[config.mk]
export PLATFORM = sky130hd
export DESIGN_NAME = spi_frame_fsm_flat
export DESIGN_NICKNAME = d
export VERILOG_FILES = /design/src/rtl/spi_frame_fsm_pkg.sv /design/src/rtl/spi_frame_fsm_if.sv /design/src/rtl/spi_frame_fsm_shift_register.sv /design/src/rtl/spi_frame_fsm.sv /design/src/flat_wrapper.sv
export SDC_FILE = /design/constraint.sdc
export NUM_CORES = 1
export LEC_CHECK = 0
export ABC_AREA = 1
export CAP_MARGIN = 20
export CORE_MARGIN = 4
export CORE_UTILIZATION = 57
export CTS_BUF_LIST = sky130_fd_sc_hd__clkbuf_8 sky130_fd_sc_hd__clkbuf_16
export CTS_CLUSTER_SIZE = 20
export DETAILED_ROUTE_END_ITERATION = 8
export PLACE_DENSITY = 0.95
export SETUP_SLACK_MARGIN = 0.5
export SLEW_MARGIN = 20
export SYNTH_ARGS = -nofsm -noshare
export SYNTH_HDL_FRONTEND = slang
export SYNTH_SLANG_ARGS = --single-unit
[constraint.sdc]
create_clock -name clk -period 2.94 [get_ports clk]
set_input_delay 0.588 -clock clk [delete_from_list [all_inputs] [get_ports clk]]
set_output_delay 0.588 -clock clk [all_outputs]
set_load 0.01 [all_outputs]
[src/rtl/spi_frame_fsm_pkg.sv]
//------------------------------------------------------------------------------
// Module      : spi_frame_fsm_pkg
// Description : Shared state encodings and sizing helpers for the SPI frame FSM.
// Revision    : 1.0 - initial release
//------------------------------------------------------------------------------
`timescale 1ns/1ps
`default_nettype none

package spi_frame_fsm_pkg;

    localparam logic [2:0] c_IDLE         = 3'd0;
    localparam logic [2:0] c_GET_HDR      = 3'd1;
    localparam logic [2:0] c_DECODE       = 3'd2;
    localparam logic [2:0] c_WRITE_DATA   = 3'd3;
    localparam logic [2:0] c_WRITE_COMMIT = 3'd4;
    localparam logic [2:0] c_READ_LOAD    = 3'd5;
    localparam logic [2:0] c_READ_SHIFT   = 3'd6;
    localparam logic [2:0] c_DONE         = 3'd7;

    // Read/write flag is the last header bit shifted in, so it lands at bit 0.
    localparam int c_RW_BIT = 0;

    function automatic int hdr_bits(input int addr_width);
        return addr_width + 1;
    endfunction

    function automatic int max_bits(input int addr_width, input int data_width);
        return (hdr_bits(addr_width) > data_width) ? hdr_bits(addr_width) : data_width;
    endfunction

    function automatic int cnt_width(input int addr_width, input int data_width);
        return $clog2(max_bits(addr_width, data_width) + 1);
    endfunction

endpackage

`default_nettype wire

[src/rtl/spi_frame_fsm_if.sv]
//------------------------------------------------------------------------------
// Module      : spi_frame_fsm_if
// Description : Conditioned SPI inputs, memory port and MISO outputs bundle.
// Revision    : 1.0 - initial release
//------------------------------------------------------------------------------
`timescale 1ns/1ps
`default_nettype none

interface spi_frame_fsm_if #(
    parameter int ADDR_WIDTH = 7,
    parameter int DATA_WIDTH = 8
);
    logic                  cs_cond;
    logic                  mosi_cond;
    logic                  sclk_pos;
    logic                  sclk_neg;
    logic [DATA_WIDTH-1:0] mem_rdata;
    logic [ADDR_WIDTH-1:0] mem_addr;
    logic                  mem_we;
    logic [DATA_WIDTH-1:0] mem_wdata;
    logic                  miso;
    logic                  miso_oe;
    logic                  busy;

    modport slave (
        input  cs_cond, mosi_cond, sclk_pos, sclk_neg, mem_rdata,
        output mem_addr, mem_we, mem_wdata, miso, miso_oe, busy
    );

    modport master (
        output cs_cond, mosi_cond, sclk_pos, sclk_neg, mem_rdata,
        input  mem_addr, mem_we, mem_wdata, miso, miso_oe, busy
    );
endinterface

`default_nettype wire

[src/rtl/spi_frame_fsm_shift_register.sv]
//------------------------------------------------------------------------------
// Module      : shift_register
// Description : MSB-first shifter with clear, parallel load and serial/parallel out.
// Revision    : 1.0 - initial release
//------------------------------------------------------------------------------
`timescale 1ns/1ps
`default_nettype none

module shift_register #(
    parameter int WIDTH = 8
) (
    input  wire logic             clk,
    input  wire logic             reset_n,
    input  wire logic             i_clr,
    input  wire logic             i_load_en,
    input  wire logic [WIDTH-1:0] i_load_data,
    input  wire logic             i_shift_en,
    input  wire logic             i_serial_in,
    output logic                  o_serial_out,
    output logic      [WIDTH-1:0] o_par_out
);
    logic [WIDTH-1:0] r_q;

    // Clear beats load beats shift when more than one is requested.
    always_ff @(posedge clk or negedge reset_n) begin
        if (!reset_n) begin
            r_q <= '0;
        end else if (i_clr) begin
            r_q <= '0;
        end else if (i_load_en) begin
            r_q <= i_load_data;
        end else if (i_shift_en) begin
            r_q <= {r_q[WIDTH-2:0], i_serial_in};
        end
    end

    assign o_serial_out = r_q[WIDTH-1];
    assign o_par_out    = r_q;
endmodule

`default_nettype wire

[src/rtl/spi_frame_fsm.sv]
//------------------------------------------------------------------------------
// Module      : spi_frame_fsm
// Description : SPI slave frame engine: header decode, memory write or MISO read.
// Revision    : 1.0 - initial release
//------------------------------------------------------------------------------
`timescale 1ns/1ps
`default_nettype none

module spi_frame_fsm #(
    parameter int ADDR_WIDTH = 7,
    parameter int DATA_WIDTH = 8
) (
    input  wire logic      clk,
    input  wire logic      reset_n,
    spi_frame_fsm_if.slave bus
);
    import spi_frame_fsm_pkg::*;

    localparam int c_HDR_BITS = hdr_bits(ADDR_WIDTH);
    localparam int c_IN_W     = max_bits(ADDR_WIDTH, DATA_WIDTH);
    localparam int c_CNT_W    = cnt_width(ADDR_WIDTH, DATA_WIDTH);

    localparam logic [c_CNT_W-1:0] c_HDR_LAST  = c_CNT_W'(c_HDR_BITS - 1);
    localparam logic [c_CNT_W-1:0] c_DATA_LAST = c_CNT_W'(DATA_WIDTH - 1);
    localparam logic [c_CNT_W-1:0] c_DATA_CNT  = c_CNT_W'(DATA_WIDTH);

    logic [2:0]            r_state;
    logic [c_CNT_W-1:0]    r_cnt;
    logic [ADDR_WIDTH-1:0] r_mem_addr;
    logic                  r_mem_we;
    logic [DATA_WIDTH-1:0] r_mem_wdata;
    logic                  r_miso_oe;
    logic                  r_seen_pos;

    logic                  w_abort;
    logic                  w_in_clr;
    logic                  w_in_shift;
    logic                  w_out_load;
    logic                  w_out_shift;
    logic [c_IN_W-1:0]     w_in_par;
    logic                  w_in_msb;
    logic                  w_out_msb;
    logic [DATA_WIDTH-1:0] w_out_par;
    logic                  w_unused;

    assign w_abort = (r_state != c_IDLE) && bus.cs_cond;

    always_comb begin
        w_in_clr    = 1'b0;
        w_in_shift  = 1'b0;
        w_out_load  = 1'b0;
        w_out_shift = 1'b0;
        if (!bus.cs_cond) begin
            case (r_state)
                c_IDLE, c_DECODE:        w_in_clr    = 1'b1;
                c_GET_HDR, c_WRITE_DATA: w_in_shift  = bus.sclk_pos;
                c_READ_LOAD:             w_out_load  = 1'b1;
                // A coincident rising edge takes precedence, so the falling edge is dropped.
                c_READ_SHIFT:            w_out_shift = !bus.sclk_pos && bus.sclk_neg &&
                                                       r_seen_pos && (r_cnt != c_DATA_CNT);
                default: ;
            endcase
        end
    end

    shift_register #(.WIDTH(c_IN_W)) u_in_shift (
        .clk          (clk),
        .reset_n      (reset_n),
        .i_clr        (w_in_clr),
        .i_load_en    (1'b0),
        .i_load_data  ('0),
        .i_shift_en   (w_in_shift),
        .i_serial_in  (bus.mosi_cond),
        .o_serial_out (w_in_msb),
        .o_par_out    (w_in_par)
    );

    shift_register #(.WIDTH(DATA_WIDTH)) u_out_shift (
        .clk          (clk),
        .reset_n      (reset_n),
        .i_clr        (1'b0),
        .i_load_en    (w_out_load),
        .i_load_data  (bus.mem_rdata),
        .i_shift_en   (w_out_shift),
        .i_serial_in  (1'b0),
        .o_serial_out (w_out_msb),
        .o_par_out    (w_out_par)
    );

    assign w_unused = ^{w_in_msb, w_out_par};

    always_ff @(posedge clk or negedge reset_n) begin
        if (!reset_n) begin
            r_state     <= c_IDLE;
            r_cnt       <= '0;
            r_mem_addr  <= '0;
            r_mem_we    <= 1'b0;
            r_mem_wdata <= '0;
            r_miso_oe   <= 1'b0;
            r_seen_pos  <= 1'b0;
        end else begin
            r_mem_we <= 1'b0;
            if (w_abort) begin
                r_state    <= c_IDLE;
                r_cnt      <= '0;
                r_miso_oe  <= 1'b0;
                r_seen_pos <= 1'b0;
            end else begin
                case (r_state)
                    c_IDLE: begin
                        if (!bus.cs_cond) begin
                            r_state <= c_GET_HDR;
                            r_cnt   <= '0;
                        end
                    end
                    c_GET_HDR: begin
                        if (bus.sclk_pos) begin
                            if (r_cnt == c_HDR_LAST) begin
                                r_state <= c_DECODE;
                                r_cnt   <= '0;
                            end else begin
                                r_cnt <= r_cnt + 1'b1;
                            end
                        end
                    end
                    c_DECODE: begin
                        r_mem_addr <= w_in_par[c_HDR_BITS-1:1];
                        r_state    <= w_in_par[c_RW_BIT] ? c_READ_LOAD : c_WRITE_DATA;
                        r_cnt      <= '0;
                    end
                    c_WRITE_DATA: begin
                        if (bus.sclk_pos) begin
                            if (r_cnt == c_DATA_LAST) begin
                                // Strobe is registered so it is high for exactly the commit cycle.
                                r_state     <= c_WRITE_COMMIT;
                                r_cnt       <= '0;
                                r_mem_we    <= 1'b1;
                                r_mem_wdata <= {w_in_par[DATA_WIDTH-2:0], bus.mosi_cond};
                            end else begin
                                r_cnt <= r_cnt + 1'b1;
                            end
                        end
                    end
                    c_WRITE_COMMIT: begin
                        r_state <= c_DONE;
                        r_cnt   <= '0;
                    end
                    c_READ_LOAD: begin
                        r_state    <= c_READ_SHIFT;
                        r_cnt      <= '0;
                        r_miso_oe  <= 1'b1;
                        r_seen_pos <= 1'b0;
                    end
                    c_READ_SHIFT: begin
                        if (bus.sclk_pos) begin
                            r_cnt      <= r_cnt + 1'b1;
                            r_seen_pos <= 1'b1;
                        end else if (bus.sclk_neg && r_seen_pos && (r_cnt == c_DATA_CNT)) begin
                            r_state    <= c_DONE;
                            r_cnt      <= '0;
                            r_miso_oe  <= 1'b0;
                            r_seen_pos <= 1'b0;
                        end
                    end
                    c_DONE: ;
                    default: begin
                        r_state <= c_IDLE;
                        r_cnt   <= '0;
                    end
                endcase
            end
        end
    end

    assign bus.mem_addr  = r_mem_addr;
    assign bus.mem_we    = r_mem_we;
    assign bus.mem_wdata = r_mem_wdata;
    assign bus.miso_oe   = r_miso_oe;
    assign bus.miso      = r_miso_oe & w_out_msb;
    assign bus.busy      = (r_state != c_IDLE);
endmodule

`default_nettype wire

[src/flat_wrapper.sv]
// flat-port wrapper written by rule: the top's interface ports become plain ports
module spi_frame_fsm_flat import spi_frame_fsm_pkg::*;
#(
    parameter int ADDR_WIDTH = 7,
    parameter int DATA_WIDTH = 8
)
  (clk, reset_n, bus_cs_cond, bus_mosi_cond, bus_sclk_pos, bus_sclk_neg, bus_mem_rdata, bus_mem_addr, bus_mem_we, bus_mem_wdata, bus_miso, bus_miso_oe, bus_busy);
  spi_frame_fsm_if #(.ADDR_WIDTH(ADDR_WIDTH), .DATA_WIDTH(DATA_WIDTH)) bus_i ();
  input  wire logic clk;
  input  wire logic reset_n;
  input wire logic [$bits(bus_i.cs_cond)-1:0] bus_cs_cond;
  input wire logic [$bits(bus_i.mosi_cond)-1:0] bus_mosi_cond;
  input wire logic [$bits(bus_i.sclk_pos)-1:0] bus_sclk_pos;
  input wire logic [$bits(bus_i.sclk_neg)-1:0] bus_sclk_neg;
  input wire logic [$bits(bus_i.mem_rdata)-1:0] bus_mem_rdata;
  output wire logic [$bits(bus_i.mem_addr)-1:0] bus_mem_addr;
  output wire logic [$bits(bus_i.mem_we)-1:0] bus_mem_we;
  output wire logic [$bits(bus_i.mem_wdata)-1:0] bus_mem_wdata;
  output wire logic [$bits(bus_i.miso)-1:0] bus_miso;
  output wire logic [$bits(bus_i.miso_oe)-1:0] bus_miso_oe;
  output wire logic [$bits(bus_i.busy)-1:0] bus_busy;
  assign bus_i.cs_cond = bus_cs_cond;
  assign bus_i.mosi_cond = bus_mosi_cond;
  assign bus_i.sclk_pos = bus_sclk_pos;
  assign bus_i.sclk_neg = bus_sclk_neg;
  assign bus_i.mem_rdata = bus_mem_rdata;
  assign bus_mem_addr = bus_i.mem_addr;
  assign bus_mem_we = bus_i.mem_we;
  assign bus_mem_wdata = bus_i.mem_wdata;
  assign bus_miso = bus_i.miso;
  assign bus_miso_oe = bus_i.miso_oe;
  assign bus_busy = bus_i.busy;
  spi_frame_fsm #(.ADDR_WIDTH(ADDR_WIDTH), .DATA_WIDTH(DATA_WIDTH)) u_core (.clk(clk), .reset_n(reset_n), .bus(bus_i));
endmodule
Yosys cells after proc, flatten, opt, wreduce, memory -nomap -nowiden
Cells that the tools add are included.
- register bits: 41
- latch bits: 0
- bits in writable memories: 0
- memory bits (read-only): 0
- output and inout bits: 19
- word-level logic and storage cells: 93
- memories kept: 0
- add/subtract/negate cells: 1
- multiply operators: 0
- div/mod/pow operators: 0
- order comparisons: 0
- equality and inequality tests: 18
- shifts and indexed selects: 0
- mux-type cells: 40
- bitwise logic cells: 2
- reductions and logical operators: 23
- operators by type and width (operator ; count):
    $mux W8 ; 4
    $mux W3 ; 9
    $mux W4 ; 6
    $pmux W3 S7 ; 1
    $mux W1 ; 17
    $pmux W4 S4 ; 1
    $ne A3 B1 Y1 const B ; 4
    $ne A3 B2 Y1 const B ; 4
    $eq A3 B3 Y1 const B ; 3
    $reduce_and A4 Y1 ; 2
    $reduce_and A8 Y1 ; 1
    $reduce_bool A8 Y1 ; 1
    $eq A3 B2 Y1 const B ; 2
    $logic_and A1 B1 Y1 ; 6
    $reduce_bool A3 Y1 ; 2
    $reduce_bool A5 Y1 ; 1
    $add A4 B1 Y4 const B ; 1
    $eq A4 B3 Y1 const B ; 1
    $eq A4 B4 Y1 const B ; 1
    $ne A4 B2 Y1 const B ; 1
    $ne A4 B4 Y1 const B ; 1
    $pmux W1 S2 ; 2
    $reduce_and A2 Y1 ; 2
    $reduce_bool A2 Y1 ; 2
    other kinds (8) ; 9

Logic depth before layout (Yosys ltp)
- depth in word-level cells: 8
- gate-level depth with buffers: 11
- mapped depth without buffers: 11

Cells and area by module
Synthesis repeated with hierarchy kept, for this count alone.
- cell total of the unflattened synthesis: 311
- area total of the unflattened synthesis: 2348.5 um^2
- by module, submodules not included (module ; instances ; cells an instance ; area each (um^2)):
    spi_frame_fsm ; 1 ; 187 ; 1435.1
    shift_register ; 2 ; 62 ; 456.7

Worst setup path before layout
Ideal clock, no wire load.
- path type: input port to flip-flop
- start: input port bus_cs_cond
- end: register u_core.u_out_shift.r_q[4] (netlist: u_core.u_out_shift.o_par_out[4])
- arrival time: 1.298 ns
- data required time: 2.814 ns
- setup slack: 1.516 ns
- stages on the path: 7
- cells stage by stage: buf_6 -> inv_2 -> nand2_1 -> nor2_1 -> nand3_2 -> inv_2 -> o21ai_0
- longest elaborated chain between the ends: 2
- elaborated cells on any way between the ends: 4
- those cells by class: mux: 3; reduce/logical: 1
- ends and longest elaborated chain (item ; RTL line ; text):
    start, declared ; flat_wrapper.sv:11 ; input wire logic [$bits(bus_i.cs_cond)-1:0] bus_cs_cond;
    $mux W1 ; spi_frame_fsm.sv:53 ; if (!bus.cs_cond) begin
    $mux W8 / $reduce_bool A2 Y1 (equally long branches) ; -- ;
    end signal, assigned ; spi_frame_fsm_shift_register.sv:31 ; r_q <= i_load_data;
    end signal, assigned ; spi_frame_fsm_shift_register.sv:33 ; r_q <= {r_q[WIDTH-2:0], i_serial_in};
    end, declared ; spi_frame_fsm_shift_register.sv:22 ; logic [WIDTH-1:0] r_q;
Parallel ways exist; a longest one is shown, timed or not.
A chain may end at the register's enable or synchronous reset.

Worst setup path after layout
- start: register u_core.r_state[2]
- end: output port bus_busy
- longest elaborated chain between the ends: 1
- ends and longest elaborated chain (item ; RTL line ; text):
    start, declared ; spi_frame_fsm.sv:27 ; logic [2:0] r_state;
    start signal, assigned ; spi_frame_fsm.sv:94 ; r_state <= c_IDLE;
    start signal, assigned ; spi_frame_fsm.sv:104 ; r_state <= c_IDLE;
    start signal, assigned ; spi_frame_fsm.sv:112 ; r_state <= c_GET_HDR;
    $reduce_bool A3 Y1 ; spi_frame_fsm.sv:180 ; assign bus.busy = (r_state != c_IDLE);
    end, declared ; flat_wrapper.sv:21 ; output wire logic [$bits(bus_i.busy)-1:0] bus_busy;
No other way between the ends.

==> run_results.csv <==
group,metric,value,unit
setup_path,crit_end,"bus_busy",
floorplanning,initial_core_util,0.606,
floorplanning,die_y,68.5,microns
clock_network,cts.sinks,41,
setup_path,ff2ff_path_depth,8,
layout,finish.utilization,0.721,
clock_network,post_cts_resized,0,
power_and_ir_drop,total_leakage_power,1.25,nW
timing,timing.fmax,447,MHz
setup_path,crit_buf_inv,1,
setup_path,cp_top_family,"flip-flops",
clock_network,postCtsHoldBufs,0,
logic_synthesis,yosysWarnings,0,
timing,fin_setup_tns,0,ns
floorplanning,core-area,0.00344,sq mm
grt,grt_pass1_wl,7.26,mm
clock_network,clk_latency,0.29,ns
grt,first_global_vias,1615,
routing,drc,0,
setup_path,crit_arrival,1.65,ns
setup_path,rrSetupSlack,1.09,ns
grt,track_usage,0.206,
routing,route.met3.wl,260,microns
timing,whs,0.400,ns
timing,rsz0062_at_grt,"no",
logic_synthesis,ys_seq_area_frac,0.492,
timing,relSlewSlack,0.425,
clock_network,clockBufferDepth,2,
run,drv_cap,0,
placed_design,gp_congestion,0.918,
layout,fill_cells,255,
layout,drive_gt1_frac,0.141,
setup_path,crit_slowest_cell,"dfrtp_1",
routing,drtIter0Drc,159,
placed_design,portBuffers,32,
power_and_ir_drop,internal_power,1.12,mW
clock_network,cts.clk_slew.worst_paths,0.08,ns
timing,fin_ws,0.702,ns
setup_path,start_kind,"flop",
setup_path,end_kind,"output pin",
layout,diodes,0,
placed_design,place_ws,0.708,ns
power_and_ir_drop,comb_power_share,0.349,
routing,top_layer_used,"met4",
timing,setup_viol_count_final,0,
power_and_ir_drop,cellPowerDensity,717,mW/mm^2
setup_path,crit_cells,3,
grt,grt_overflow,0,
routing,vias,1746,
timing,tightest_slew,0.863,ns
floorplanning,die_area,0.00469,sq mm
logic_synthesis,synth_largest_area_cell,"dfrtp_1",
timing,timing.final.crit_share,0.761,
power_and_ir_drop,seqPwrFrac,0.445,
logic_synthesis,synth-edff-count,0,
logic_synthesis,synth_area,0.00209,sq mm
floorplanning,dieWidth,68.5,microns
logic_synthesis,syn_avg_cell_area,8.62,sq um
logic_synthesis,ys_ff_latch,41,
timing,layout_min_cycle_time,2.24,ns
clock_network,clockRootBuffer,"clkbuf_8",
placed_design,dp_hpwl,3.08,mm
setup_path,worst-path-max-fanout,9,
setup_path,crit_path_start,"u_core.r_state[2]",
layout,layout.nets,291,
logic_synthesis,synth_area_leaders,"dfrtp_1, nand2_1, nand3_1, inv_1, o21ai_2",
power_and_ir_drop,clkPwrFrac,0.206,
timing,finalHoldViolCount,0,
layout,syn_to_final_growth,18.9,%
logic_synthesis,yosys.area.top_type_share,0.492,
timing,slew_violations,0,
power_and_ir_drop,irDropWorstVdd,418,uV
hold_path,hp-class,"primary input to async pin",
timing,finalClockSkew,0.00358,ns
setup_path,path_cells,"nor2_4 > nand2_2 > clkdlybuf4s50_1",
routing,routed_wl,4.26,mm
layout,final_common_cell,"nand2_1",
setup_path,critPathRequiredTime,2.35,ns
routing,detail_route.vias_per_cell,5.42,
routing,wl_met2,2.06,mm
setup_path,criticalPathCategory,"flop to output pin",
routing,wl_per_cell,13.2,microns
logic_synthesis,synthCells,242,
power_and_ir_drop,total_power,1.78,mW
logic_synthesis,synth_flop_cell,"dfrtp_1",
routing,detail-route-antenna-nets,0,
status,outcome,"finished, final reports clean",
power_and_ir_drop,sw_frac_of_total,0.370,
logic_synthesis,ys_async_sr_fraction,1.00,
floorplanning,rows,21,
clock_network,htreeDepth,2,
grt,antenna_found_initial,0,
setup_path,rr_endpoint,"u_core.u_out_shift.o_par_out[5]",
routing,wl_met1,1.85,mm
routing,dr.pass1.iters,4,
setup_path,critPathMaxStageDelay,0.68,ns
logic_synthesis,ys_types,28,
layout,final_cell_mix,"nand2_1, dfrtp_1, clkdlybuf4s50_1",
floorplanning,pin_count,33,
setup_path,r2r_start,"u_core.r_state[0]",
logic_synthesis,synth_nets,258,
clock_network,cts_setup_buffers,0,
grt,grt_start_max_net_pins,42,
power_and_ir_drop,power.switching,0.658,mW
clock_network,cts_tree,"yes",
clock_network,cts_buffers,5,
==> routing by layer <==
| metal | vias up | global-route usage |
|---|---|---|
| met5 | - | 0 |
| met1 | 823 | 0.278 |
| met4 | 0 | 0.0868 |
| met3 | 10 | 0.0308 |
| li1 | 837 | - |
| met2 | 76 | 0.331 |
==> through the flow <==
step                      area (sq um)  instances
after floorplan                   2090        242
after global placement            2390        314
after detailed placement          2390        314
after CTS                         2480        322
after global routing              2480        322
final                             2480        322
==> worst min-delay path by stage <==
stage | slack (ns) | cells after the start | to | from
2_1_floorplan | 0.29 | 0 | u_core.bus.mem_addr[0] | reset_n
3_3_place_gp | 0.46 | 2 | u_core.r_seen_pos | u_core.r_seen_pos
3_5_place_dp | 0.47 | 2 | u_core.r_seen_pos | u_core.r_seen_pos
4_1_cts | 0.44 | 1 | u_core.bus.mem_wdata[6] | reset_n
5_1_grt | 0.49 | 1 | u_core.bus.mem_we | reset_n
6_report | 0.40 | 1 | u_core.bus.mem_we | reset_n
==> cells by family (layout without fill, tap and decap cells) <==
logic type | Yosys count | in the layout | share of synthesized area
XOR/XNOR | 2 | 2 | 0.00839
buffers and inverters | 36 | 70 | 0.0869
flip-flops | 41 | 41 | 0.492
AO/OA/AOI/OAI | 34 | 34 | 0.112
adder cells (fa/ha/maj) | 2 | 2 | 0.0120
AND/OR/NAND/NOR | 127 | 127 | 0.289
==> power groups by stage <==
stage	sequential [mW]	combinational, mW	clock, mW
finish	0.792	0.622	0.366
detailed placement	0.801	0.620	0
floorplan	0.772	0.449	0
CTS	0.790	0.623	0.370
global placement	0.795	0.599	0
global route	0.807	0.691	0.394
==> Yosys cell counts, types with 2 or more instances <==
cell       n
nor3_1     2
buf_6      3
nand2_4    2
dfrtp_1   41
o22ai_1    8
nand2_2    6
nor2_4     3
nand3_2    3
inv_2      4
buf_4      2
inv_1     26
ha_1       2
o21ai_2    7
nand3_1   22
a21oi_1   10
nand2_1   70
o211ai_1   2
a21oi_2    2
nor2_1    15
o21ai_0    4
==> layout make-up <==
type	instances	area, sq um	area share
Clock buffer	5	68.8	0.0277
Clock inverter	3	21.3	0.00857
Inverter	30	113	0.0454
Multi-Input combinational cell	165	880	0.355
Sequential cell	41	1030	0.414
Tap cell	46	57.6	0.0232
Timing Repair Buffer	32	315	0.127
==> flip-flops by register name (all words and copies together), names as in the netlist <==
| signal | cells |
|---|---|
| u_core.bus.mem_wdata | 8 |
| u_core.u_in_shift.o_par_out | 8 |
| u_core.u_out_shift.o_par_out | 8 |
| u_core.bus.mem_addr | 7 |
| u_core.r_cnt | 4 |
| u_core.r_state | 3 |
| u_core.bus.mem_we | 1 |
| u_core.bus.miso_oe | 1 |
| u_core.r_seen_pos | 1 |
Note: power is estimated with default switching activity, not from simulation.
